--- src/rtl/pipeline_pkg.sv ---
// pipeline_pkg: shared pipeline constants, fetch FSM states and the IF/ID record
package pipeline_pkg;
  localparam logic [31:0] NOP_INSTR = 32'h0000_0013;
  typedef enum logic [1:0] {S_BOOT, S_REQ, S_WAIT, S_HELD} fetch_state_t;
  typedef struct packed {
    logic [31:0] instr;
    logic [31:0] pc;
    logic [31:0] pc_plus4;
    logic        valid;
  } if_id_t;
endpackage

--- src/rtl/if_id_reg.sv ---
// if_id_reg: IF/ID pipeline register with flush-over-stall-over-load priority
module if_id_reg import pipeline_pkg::*; #(
  parameter logic [31:0] NOP_INSTR = pipeline_pkg::NOP_INSTR
) (
  input  logic        clk,
  input  logic        rst,
  input  logic        stall,
  input  logic        flush,
  input  logic        load,
  input  logic [31:0] instr,
  input  logic [31:0] pc,
  output logic [31:0] instr_q,
  output logic [31:0] pc_q,
  output logic [31:0] pc_plus4_q,
  output logic        valid_q
);
  localparam if_id_t BUBBLE = if_id_t'{instr: NOP_INSTR, pc: 32'h0, pc_plus4: 32'h4, valid: 1'b0};
  if_id_t r;
  // flush bubbles, stall holds, otherwise load the offered instruction or a bubble
  always_ff @(posedge clk or posedge rst)
    if (rst) r <= BUBBLE;
    else if (flush) r <= BUBBLE;
    else if (!stall) r <= load ? if_id_t'{instr: instr, pc: pc, pc_plus4: pc + 32'd4, valid: 1'b1} : BUBBLE;
  assign {instr_q, pc_q, pc_plus4_q, valid_q} = r;
endmodule

--- src/rtl/fetch_unit.sv ---
// fetch_unit: RV32I fetch stage with one-outstanding imem handshake and IF/ID register
module fetch_unit import pipeline_pkg::*; #(
  parameter logic [31:0] RESET_PC  = 32'h0000_0000,
  parameter logic [31:0] NOP_INSTR = pipeline_pkg::NOP_INSTR
) (
  input  logic        clk,
  input  logic        rst,
  input  logic        stall_F,
  input  logic        stall_D,
  input  logic        flush_D,
  input  logic [31:0] PC_target_D,
  output logic        imem_req,
  output logic [31:0] imem_addr,
  input  logic        imem_gnt,
  input  logic        imem_rvalid,
  input  logic [31:0] imem_rdata,
  output logic [31:0] instr_D,
  output logic [31:0] PC_D,
  output logic [31:0] PC_plus4_D,
  output logic        valid_D
);
  fetch_state_t state;
  logic [31:0] PC_F, pc_req, hold_instr, hold_pc;
  logic kill, take, held_load, grant;
  // take: a live response goes straight into IF/ID; only then may the next request overlap it
  assign take      = state == S_WAIT && imem_rvalid && !kill && !flush_D && !stall_D;
  assign held_load = state == S_HELD && !stall_D;
  assign imem_req  = !stall_F && (state == S_REQ || take);
  assign imem_addr = PC_F;
  assign grant     = imem_req && imem_gnt;
  // fetch FSM, PC, in-flight PC, kill flag and hold buffer
  always_ff @(posedge clk or posedge rst)
    if (rst) begin
      state      <= S_BOOT;
      PC_F       <= RESET_PC;
      pc_req     <= '0;
      kill       <= 1'b0;
      hold_instr <= NOP_INSTR;
      hold_pc    <= '0;
    end else begin
      PC_F <= flush_D ? {PC_target_D[31:2], 2'b00} : grant ? PC_F + 32'd4 : PC_F;
      if (grant) pc_req <= PC_F;
      case (state)
        S_BOOT: state <= S_REQ;
        S_REQ:
          if (grant) begin
            state <= S_WAIT;
            kill  <= flush_D;
          end
        S_WAIT:
          if (!imem_rvalid) kill <= kill || flush_D;
          else if (kill || flush_D) begin
            kill  <= 1'b0;
            state <= S_REQ;
          end else if (stall_D) begin
            hold_instr <= imem_rdata;
            hold_pc    <= pc_req;
            state      <= S_HELD;
          end else if (!grant) state <= S_REQ;
        S_HELD: if (flush_D || !stall_D) state <= S_REQ;
        default: state <= S_BOOT;
      endcase
    end
  if_id_reg #(.NOP_INSTR(NOP_INSTR)) u_if_id (
    .clk        (clk),
    .rst        (rst),
    .stall      (stall_D),
    .flush      (flush_D),
    .load       (take || held_load),
    .instr      (held_load ? hold_instr : imem_rdata),
    .pc         (held_load ? hold_pc : pc_req),
    .instr_q    (instr_D),
    .pc_q       (PC_D),
    .pc_plus4_q (PC_plus4_D),
    .valid_q    (valid_D)
  );
endmodule

--- config.mk ---
export PLATFORM = sky130hd
export DESIGN_NAME = fetch_unit
export DESIGN_NICKNAME = d
export VERILOG_FILES = /design/src/rtl/pipeline_pkg.sv /design/src/rtl/if_id_reg.sv /design/src/rtl/fetch_unit.sv
export SDC_FILE = /design/constraint.sdc
export NUM_CORES = 1
export LEC_CHECK = 0
export ABC_AREA = 1
export ABC_CLOCK_PERIOD_IN_PS = 10800
export CAP_MARGIN = 20
export CELL_PAD_IN_SITES_DETAIL_PLACEMENT = 0
export CELL_PAD_IN_SITES_GLOBAL_PLACEMENT = 1
export CORE_AREA = 2 2 172 174
export DETAILED_ROUTE_END_ITERATION = 12
export DIE_AREA = 0 0 174 176
export PLACE_DENSITY = 0.87
export SLEW_MARGIN = 20
export SYNTH_ARGS = -nofsm -noshare
export SYNTH_HDL_FRONTEND = slang
export SYNTH_SLANG_ARGS = --single-unit
--- constraint.sdc ---
create_clock -name clk -period 10.8 [get_ports clk]
set_input_delay 2.16 -clock clk [delete_from_list [all_inputs] [get_ports clk]]
set_output_delay 2.16 -clock clk [all_outputs]
set_load 0.005 [all_outputs]
==> results_dict.tcl, run 1 <==
set metrics [dict create \
    outcome "completed" \
    setup_tns_ps 0 \
    drt_iter0_markers 862 \
    dpl_cell_area_um2 13200 \
    netlist_area_um2 11000 \
    h-tree-depth 1 \
    synth_top_cell_area_share 0.480 \
    start_kind "input port" \
    min_period_over_period 0.573 \
    vias 9643 \
    insertion_delay_ps 530 \
    antenna_found_initial 0 \
    leakagePower_nw 6.57 \
    ios 201 \
    firstDrtPassIters 5 \
    drive_gt1_frac 0.0746 \
    grt-ovfl-total 0 \
    yosys.area_share.simple 0.263 \
    synthDistinctLibCells 44 \
    setup.worst_path.end_class "primary output" \
    detailed_place_hpwl_um 20300 \
    dieArea_um2 30600 \
    cts_tree "done" \
    hold_viol 0 \
    syn_to_final_growth_pct 28.3 \
    ctsHoldBuffers 0 \
    synth-async-reset-ratio 1.00 \
    synth.area.top_cells "dfrtp_1 48%, nand2_1 16%, o21ai_0 9.1%, inv_1 5.1%, nand3_1 2.8%" \
    synthMuxAreaShare 0.00408 \
    gp_congestion 0.871 \
    fp-row-count 62 \
    port_buffers 196 \
    grt_max_degree 148 \
    synth_fa_ha_area_frac 0.00566 \
    skew_ps 22.5 \
    die_x_um 174 \
    final_nets 1653 \
    synth_compound_area_frac 0.127 \
    final.min_clock_period_ps 6180 \
    synth_edf_count 0 \
    path_clk_slew_ps 60 \
    cts_setup_buffers 0 \
    root_buffer "clkbuf_16" \
    drv_slew 0 \
    grt_pass1_vias 9037 \
    wl_um 29600 \
    synth-seq-area-share 0.497 \
    rsz0062_at_grt "no" \
    cp.arrival_ps 4020 \
    hp-class "register to register" \
    worst-slew-pin-transition_ps 1110 \
    ir_drop_uv 113 \
    post_cts_resize_count 0 \
    synth_area_leader_cell "dfrtp_1" \
    clockBufferDepth 3 \
    grt_pass1_wl_um 48300 \
    avgSynthCellArea_um2 7.82 \
    yosys_warnings 0 \
    wl_per_cell_um 14.9 \
    yosys_register_bits 219 \
    critPathMaxFanout 17 \
    num_antenna_cells 0 \
    start_util 0.387 \
    final_area_um2 14200 \
    finalSetupViolations 0 \
    coreArea_um2 28500 \
    synth-xor-area-share 0.0190 \
    vias_per_cell 4.87 \
    slew_headroom 0.260 \
    clock-sinks 219 \
    critical_path_class "input port to primary output" \
    cts_buffers 25 \
    max-cap-violations 0 \
    track_usage 0.193 \
    syn_inst 1413 \
    clock.fmax_mhz 162 \
    drcViolationCount 0 \
    fp.dieH_um 176 \
    synth_top_family_by_area "simple AND/OR/NAND/NOR gates" \
    required_ps 8640 \
    powerDensity_nw_per_um2 198 \
    fillers 2821 \
    yosys_most_used_dff "dfrtp_1" \
    ant_nets 0 \
]
==> cell type report <==
class | instances | area [um^2] | area share
flip-flops and latches | 219 | 5490 | 0.387
multi-input cells | 974 | 4650 | 0.328
repair buffers | 203 | 2030 | 0.143
clock buffers | 32 | 702 | 0.0495
inverters | 154 | 593 | 0.0418
well taps | 384 | 480 | 0.0339
clock inverters | 14 | 234 | 0.0165
==> registers in the layout (all words and copies together), names as in the netlist <==
register            flops
pc_req                 30
u_if_id.pc_plus4_q     31
hold_instr             32
kill                    1
u_if_id.valid_q         1
u_if_id.pc_q           30
imem_addr              30
hold_pc                30
u_if_id.instr_q        32
state                   2
==> critical path: stages <==
cell and delay (ps):
clkdlybuf4s50_1 570, inv_4 280, nand3_1 150, nand2_1 110, inv_1 90, nor2_1 140, clkdlybuf4s50_1 520
==> worst paths after layout <==
| kind | start | to | slack (ps) | cells past startpoint |
|---|---|---|---|---|
| min in group asynchronous | rst | imem_addr[2] | 2100 | 2 |
| worst max-delay path | stall_D | imem_req | 4620 | 7 |
| worst min register to register | hold_instr[19] | hold_instr[19] | 480 | 2 |
| worst max register to register | state[0] | u_if_id.pc_plus4_q[14] | 7330 | 9 |
| max in group asynchronous | rst | imem_addr[15] | 7200 | 3 |
| worst min-delay path | hold_instr[19] | hold_instr[19] | 480 | 2 |
==> per-stage QoR <==
step	hold slack, ps	worst slack [ps]	utilization	instances	power (mW)
2_1_floorplan	448	2660	-	1414	1.59
3_3_place_gp	462	4610	0.463	1933	1.85
3_5_place_dp	470	4620	0.463	1933	1.87
4_1_cts	485	4610	0.496	1979	2.83
5_1_grt	498	4510	0.497	1980	3.00
6_report	479	4620	0.497	1980	2.81
==> logic make-up (layout without fill, tap and decap cells) <==
| logic type | count (synthesis) | count (layout) |
|---|---|---|
| xor+xnor | 24 | 24 |
| buf+inv | 221 | 403 |
| mux | 4 | 4 |
| simple gates | 684 | 684 |
| fa+ha+maj | 5 | 5 |
| flops | 219 | 219 |
| compound gates | 255 | 255 |
| other cells | 1 | 2 |
==> metal layers <==
layer  part of all wire  GRT usage  vias up
met2               0.43      0.292      279
met3              0.059     0.0301       30
met4              0.016     0.0438        0
met1               0.50      0.292     4519
li1                   -          -     4815
met5                  0          0        -
==> cell usage after synthesis, drive strengths merged (2+ instances only) <==
cell type / instances
buf: 29
o211ai: 12
mux2: 4
o221ai: 4
dfstp: 7
nor2: 89
dfrtp: 212
inv: 153
o2111ai: 3
a32o: 8
a22o: 3
clkbuf: 38
a21oi: 7
o21ai: 211
a31oi: 2
ha: 5
o21bai: 4
nand2: 507
nor3: 13
nor4: 2
nand4: 6
xor2: 23
nand3: 65
==> cell usage in the layout, fill, tap and decap left out, types with 5 or more instances in the layout <==
master           Yosys  final
o21ai_0            202    202
buf_4               11      6
clkbuf_16            0     25
dfrtp_1            212    212
clkdlybuf4s50_1      0    196
clkbuf_8             0      5
a21oi_1              7      7
a32o_1               8      8
inv_1              150    149
o211ai_1            12     12
dfstp_2              7      7
nand4_1              6      6
o21ai_1              9      9
nand3_1             61     60
nor3_1              12     12
ha_1                 5      5
bufinv_16            0      6
xor2_1              23     23
nor2_1              69     69
nor2_2              13     12
nand2_2             22     22
nand2_1            482    482
nor2_4               6      7
==> power breakdown <==
| group | internal [mW] | leakage [nW] | switching [mW] |
|---|---|---|---|
| sequential | 1.00 | 2.88 | 0.131 |
| combinational | 0.273 | 3.23 | 0.455 |
| clock | 0.604 | 0.460 | 0.350 |
| total | 1.88 | 6.57 | 0.935 |
(Power assumes the default switching activity.)
==> run 2: changes to the inputs <==
--- a/config.mk
+++ b/config.mk
@@ -6,14 +6,14 @@
 export NUM_CORES = 1
 export LEC_CHECK = 0
 export ABC_AREA = 1
-export ABC_CLOCK_PERIOD_IN_PS = 10800
+export ABC_CLOCK_PERIOD_IN_PS = 5300
 export CAP_MARGIN = 20
 export CELL_PAD_IN_SITES_DETAIL_PLACEMENT = 0
 export CELL_PAD_IN_SITES_GLOBAL_PLACEMENT = 1
-export CORE_AREA = 2 2 172 174
+export CORE_AREA = 2 2 181 183
 export DETAILED_ROUTE_END_ITERATION = 12
-export DIE_AREA = 0 0 174 176
-export PLACE_DENSITY = 0.87
+export DIE_AREA = 0 0 183 185
+export PLACE_DENSITY = 0.83
 export SLEW_MARGIN = 20
 export SYNTH_ARGS = -nofsm -noshare
 export SYNTH_HDL_FRONTEND = slang
==> constraint.sdc (replaced) <==
create_clock -name clk -period 5.3 [get_ports clk]
set_input_delay 1.06 -clock clk [delete_from_list [all_inputs] [get_ports clk]]
set_output_delay 1.06 -clock clk [all_outputs]
set_load 0.005 [all_outputs]
==> run 2 against run 1 <==
Effect of this change: sequential power is 100% higher; final area hardly changed; sequential share of layout area hardly changed; first-iteration DRC count is 32% lower; critical path type unchanged; sequential cell count stayed put; critical endpoint unchanged; clock skew is 11 ps lower; utilization is 5.4 points lower.
==> results_dict.tcl, run 2 (synthesized netlist as in run 1, its figures left out) <==
set metrics [dict create \
    port_buffers 196 \
    grt_max_degree 113 \
    grt-ovfl-total 0 \
    grt_pass1_wl_um 48800 \
    insertion_delay_ps 520 \
    cts_buffers 25 \
    die_x_um 183 \
    drive_gt1_frac 0.0744 \
    layout_commonest_cell "nand2_1" \
    dieArea_um2 33900 \
    drv_slew 0 \
    hold_viol 0 \
    start_util 0.345 \
    slew_headroom 0.405 \
    wl_um 30200 \
    cts_tree "done" \
    ff2ff_setup_slack_ps 1920 \
    final_nets 1657 \
    clock-sinks 219 \
    path_clk_slew_ps 50 \
    ios 201 \
    start_kind "input port" \
    worst-slew-pin-transition_ps 883 \
    fp.dieH_um 185 \
    ir_drop_uv 217 \
    coreArea_um2 32000 \
    drcViolationCount 0 \
    outcome "completed" \
    min_path_cells 2 \
    num_antenna_cells 0 \
    critical_path_class "input port to primary output" \
    worst_hold_startpoint "hold_pc[30]" \
    drt_iter0_markers 585 \
    setup.worst_path.end_class "primary output" \
    final_cell_mix "482 x nand2_1, 212 x dfrtp_1, 202 x o21ai_0" \
    max_stage_delay_ps 570 \
    max-cap-violations 0 \
    vias 9555 \
    powerDensity_nw_per_um2 395 \
    cp_common_cell "clkdlybuf4s50_1" \
    root_buffer "clkbuf_16" \
    worstPathCellList "clkdlybuf4s50_1 -> inv_4 -> nand3_1 -> nand2_1 -> inv_1 -> nor2_1 -> clkdlybuf4s50_1" \
    grt_pass1_vias 9102 \
    hp-class "register to register" \
    cts_setup_buffers 0 \
    skew_ps 11.5 \
    whs_ps 474 \
    clock.fmax_mhz 251 \
    wl_per_cell_um 15.0 \
    syn_to_final_growth_pct 28.2 \
    ctsHoldBuffers 0 \
    ant_nets 0 \
    fp-row-count 66 \
    track_usage 0.179 \
    firstDrtPassIters 5 \
    setup_tns_ps 0 \
    h-tree-depth 1 \
    holdPathEnd "hold_pc[30]" \
    final.min_clock_period_ps 3990 \
    crit_buf_inv 4 \
    rsz0062_at_grt "no" \
    r2r_cells 12 \
    r2r-end "u_if_id.pc_plus4_q[20]" \
    r2r_start "state[0]" \
    finalSetupViolations 0 \
    detailed_place_hpwl_um 21000 \
    cp.arrival_ps 2930 \
    cp_top_family "buffers and inverters" \
    min_period_over_period 0.752 \
    required_ps 4240 \
    gp_congestion 0.877 \
    leakagePower_nw 6.55 \
    slowest_stage "clkdlybuf4s50_1" \
    post_cts_resize_count 0 \
    vias_per_cell 4.76 \
    antenna_found_initial 0 \
    critPathMaxFanout 17 \
    clockBufferDepth 3 \
]
## run 2: cell types whose count changed in the layout (fill, tap and decap cells not counted), sizes merged
cell,previous run,this run
buf,7,11
bufinv,6,4
clkbuf,32,33
clkinv,7,8
clkinvlp,1,2
inv,154,152
## run 2: area by class of cell
class,count,area [um^2]
timing repair buffer,207,2080
sequential,219,5490
clock buffer,33,686
tap,408,510
clock inverter,12,166
multi-input combinational,974,4650
fill,3154,17900
inverter,154,584
## run 2: routing by layer
metal | share of wire | global-route usage
met1 | 0.49 | 0.267
met2 | 0.43 | 0.270
met3 | 0.066 | 0.0303
met4 | 0.014 | 0.0374
met5 | 0 | 0
## run 2: power by group
part | internal [mW] | switching [mW] | leakage [nW] | total [mW]
registers | 2.04 | 0.267 | 2.88 | 2.31
logic | 0.561 | 0.930 | 3.25 | 1.49
clock network | 1.10 | 0.701 | 0.420 | 1.80
total | 3.70 | 1.90 | 6.55 | 5.60
## run 2: worst max-delay path by stage
| stage | start | endpoint | slack [ps] | cells past startpoint |
|---|---|---|---|---|
| after floorplan | rst | hold_instr[10] | 1390 | 1 |
| after global placement | stall_D | u_if_id.pc_plus4_q[20] | 1170 | 13 |
| after detailed placement | stall_D | u_if_id.pc_plus4_q[20] | 1050 | 13 |
| after CTS | stall_D | imem_req | 1300 | 7 |
| after global routing | stall_D | imem_req | 1130 | 7 |
| final | stall_D | imem_req | 1310 | 7 |
## run 2: per-stage QoR
stage / std cells / instance area (um^2) / utilization / setup slack, ps / power [mW]
6_report: 2007 / 14200 / 0.442 / 1310 / 5.60
5_1_grt: 2007 / 14200 / 0.442 / 1130 / 5.98
4_1_cts: 2007 / 14200 / 0.442 / 1300 / 5.65
3_5_place_dp: 1962 / 13300 / 0.416 / 1050 / 3.82
3_3_place_gp: 1962 / 13300 / 0.416 / 1170 / 3.78
2_1_floorplan: 1414 / 11100 / - / 1390 / 3.25
## run 2: tightest hold or removal path: cells and delay by family, from the launching register on
| kind | cells | cell delay (ps) |
|---|---|---|
| AO/OA/AOI/OAI | 1 | 50 |
| flip-flops | 1 | 340 |
| AND/OR/NAND/NOR | 1 | 50 |
==> run 3: changes to the inputs <==
--- a/config.mk
+++ b/config.mk
@@ -6,7 +6,7 @@
 export NUM_CORES = 1
 export LEC_CHECK = 0
 export ABC_AREA = 1
-export ABC_CLOCK_PERIOD_IN_PS = 5300
+export ABC_CLOCK_PERIOD_IN_PS = 3500
 export CAP_MARGIN = 20
 export CELL_PAD_IN_SITES_DETAIL_PLACEMENT = 0
 export CELL_PAD_IN_SITES_GLOBAL_PLACEMENT = 1
==> constraint.sdc (replaced) <==
create_clock -name clk -period 3.5 [get_ports clk]
set_input_delay 0.7 -clock clk [delete_from_list [all_inputs] [get_ports clk]]
set_output_delay 0.7 -clock clk [all_outputs]
set_load 0.005 [all_outputs]
==> run 3 against run 2 <==
Effect of this change: global-route usage fell by 0.086 points; sequential cell count did not move; total power rose by 52%; final cell count rose by 0.45%; worst hold slack improved by 1.7 ps; worst setup slack got worse by 980 ps; critical path depth did not move; routed wire length rose by 0.34%; register-to-register slack got worse by 1000 ps; clock skew rose by 1.7 ps; clock power rose by 51%; critical endpoint unchanged; largest power group unchanged; highest routed layer unchanged.
==> results_dict.tcl, run 3 (synthesized netlist as in run 1, its figures left out) <==
set metrics [dict create \
    outcome "completed" \
    max-cap-violations 0 \
    ir_drop_uv 362 \
    powerDensity_nw_per_um2 596 \
    root_buffer "clkbuf_16" \
    p_seq_frac 0.411 \
    start_kind "input port" \
    dr_wl_met2_um 13000 \
    start_util 0.345 \
    p_sw_mw 2.90 \
    min_period_over_period 0.904 \
    gp_congestion 0.867 \
    grt_max_degree 91 \
    setup_tns_ps 0 \
    dieArea_um2 33900 \
    pwr-share-clk 0.318 \
    min_path_cells 2 \
    cts_tree "done" \
    wl_per_cell_um 15.0 \
    cp_top_family "buffers and inverters" \
    clock-sinks 219 \
    drv_slew 0 \
    layout_commonest_cell "nand2_1" \
    ios 201 \
    critPathMaxFanout 5 \
    r2r-end "u_if_id.pc_plus4_q[26]" \
    wl_met1_um 15000 \
    max_stage_delay_ps 540 \
    detailed_place_hpwl_um 21500 \
    num_antenna_cells 0 \
    cts_buffers 26 \
    hold_viol 0 \
    dpl_cell_area_um2 13400 \
    required_ps 2800 \
    grt_pass1_vias 9090 \
    final_cell_mix "482 x nand2_1, 212 x dfrtp_1, 202 x o21ai_0" \
    cts_setup_buffers 0 \
    route.met3.wl_um 1730 \
    path_clk_slew_ps 60 \
    slew_headroom 0.380 \
    worst_hold_startpoint "u_if_id.pc_plus4_q[13]" \
    fp.dieH_um 185 \
    leakagePower_nw 6.61 \
    firstDrtPassIters 5 \
    coreArea_um2 32000 \
    final.min_clock_period_ps 3160 \
    syn_to_final_growth_pct 29.2 \
    r2r_start "state[1]" \
    final_area_um2 14300 \
    ant_nets 0 \
    final_core_util 0.446 \
    hp-class "register to register" \
    final_nets 1666 \
    die_x_um 183 \
    slowest_stage "clkdlybuf4s50_1" \
    rsz0062_at_grt "no" \
    port_buffers 196 \
    comb_power_share 0.271 \
    insertion_delay_ps 530 \
    pre_cts_slack_ps 359 \
    crit_buf_inv 3 \
    drcViolationCount 0 \
    finalSetupViolations 0 \
    routed.top_layer "met4" \
    track_usage 0.178 \
    fp-row-count 66 \
    post_cts_resize_count 0 \
    ff2ff_setup_slack_ps 910 \
    holdPathEnd "u_if_id.pc_plus4_q[13]" \
    critical_path_class "input port to primary output" \
    clock.fmax_mhz 316 \
    skew_ps 13.1 \
    vias_per_cell 4.76 \
    worst-slew-pin-transition_ps 929 \
    drt_iter0_markers 638 \
    ctsHoldBuffers 0 \
    r2r_cells 14 \
    drive_gt1_frac 0.0790 \
    cp_common_cell "clkdlybuf4s50_1" \
    worstPathCellList "clkdlybuf4s50_1 -> nor2_4 -> nand3_1 -> nand2_1 -> inv_1 -> nor2_1 -> clkdlybuf4s50_1" \
    setup.worst_path.end_class "primary output" \
    wl_um 30300 \
    antenna_found_initial 0 \
    vias 9599 \
    grt_pass1_wl_um 48800 \
    clockBufferDepth 3 \
    swShare 0.341 \
    cp.arrival_ps 2460 \
    h-tree-depth 1 \
    grt-ovfl-total 0 \
    p_int_mw 5.61 \
    final.setup.worst_slack_ps 336 \
]
-- run 3: cell types whose count changed in the layout (fill, tap and decap cells not counted) --
cell and change:
buf_4 +5, clkbuf_8 +5, clkinv_2 -5, buf_12 +3, bufinv_16 -3, clkbuf_16 +2, clkbuf_1 +1, clkinvlp_4 +1
-- run 3: area by class of cell --
class | instances | area, um^2
clock buffers | 41 | 808
clock inverters | 5 | 58.8
fillers | 3256 | 17800
inverters | 154 | 584
multi-input cells | 974 | 4650
flip-flops and latches | 219 | 5490
well taps | 408 | 510
repair buffers | 215 | 2180
-- run 3: routing by layer --
layer / global-route usage / vias up
met5: 0 / -
met4: 0.0406 / 0
met3: 0.0248 / 40
met2: 0.274 / 295
met1: 0.264 / 4427
li1: - / 4837
-- run 3: power by group through the flow --
stage,Clock [mW],Sequential [mW],Combinational (mW)
2_1_floorplan,0,3.42,1.49
3_3_place_gp,0,3.51,2.25
3_5_place_dp,0,3.53,2.30
4_1_cts,2.78,3.49,2.31
5_1_grt,2.88,3.57,2.61
6_report,2.71,3.49,2.30
-- run 3: worst max-delay path by stage --
stage	from	end	slack [ps]	cells after the start
detailed placement	stall_D	u_if_id.pc_plus4_q[28]	360	12
floorplan	rst	hold_instr[10]	-50	1
finish	flush_D	imem_req	340	7
global placement	stall_D	u_if_id.pc_plus4_q[30]	370	13
CTS	flush_D	imem_req	360	7
global route	flush_D	imem_req	250	7
-- run 3: worst min-delay path, delay by kind of cell (launching register included) --
family | cells | cell delay (ps)
DFF | 1 | 340
and+or+nand+nor | 2 | 100
-- run 3: metrics by stage --
stage	hold WS (ps)	std cells	power, mW
6_report	476	2016	8.51
3_5_place_dp	466	1970	5.82
3_3_place_gp	462	1970	5.76
2_1_floorplan	448	1414	4.92
5_1_grt	502	2016	9.06
4_1_cts	483	2016	8.58
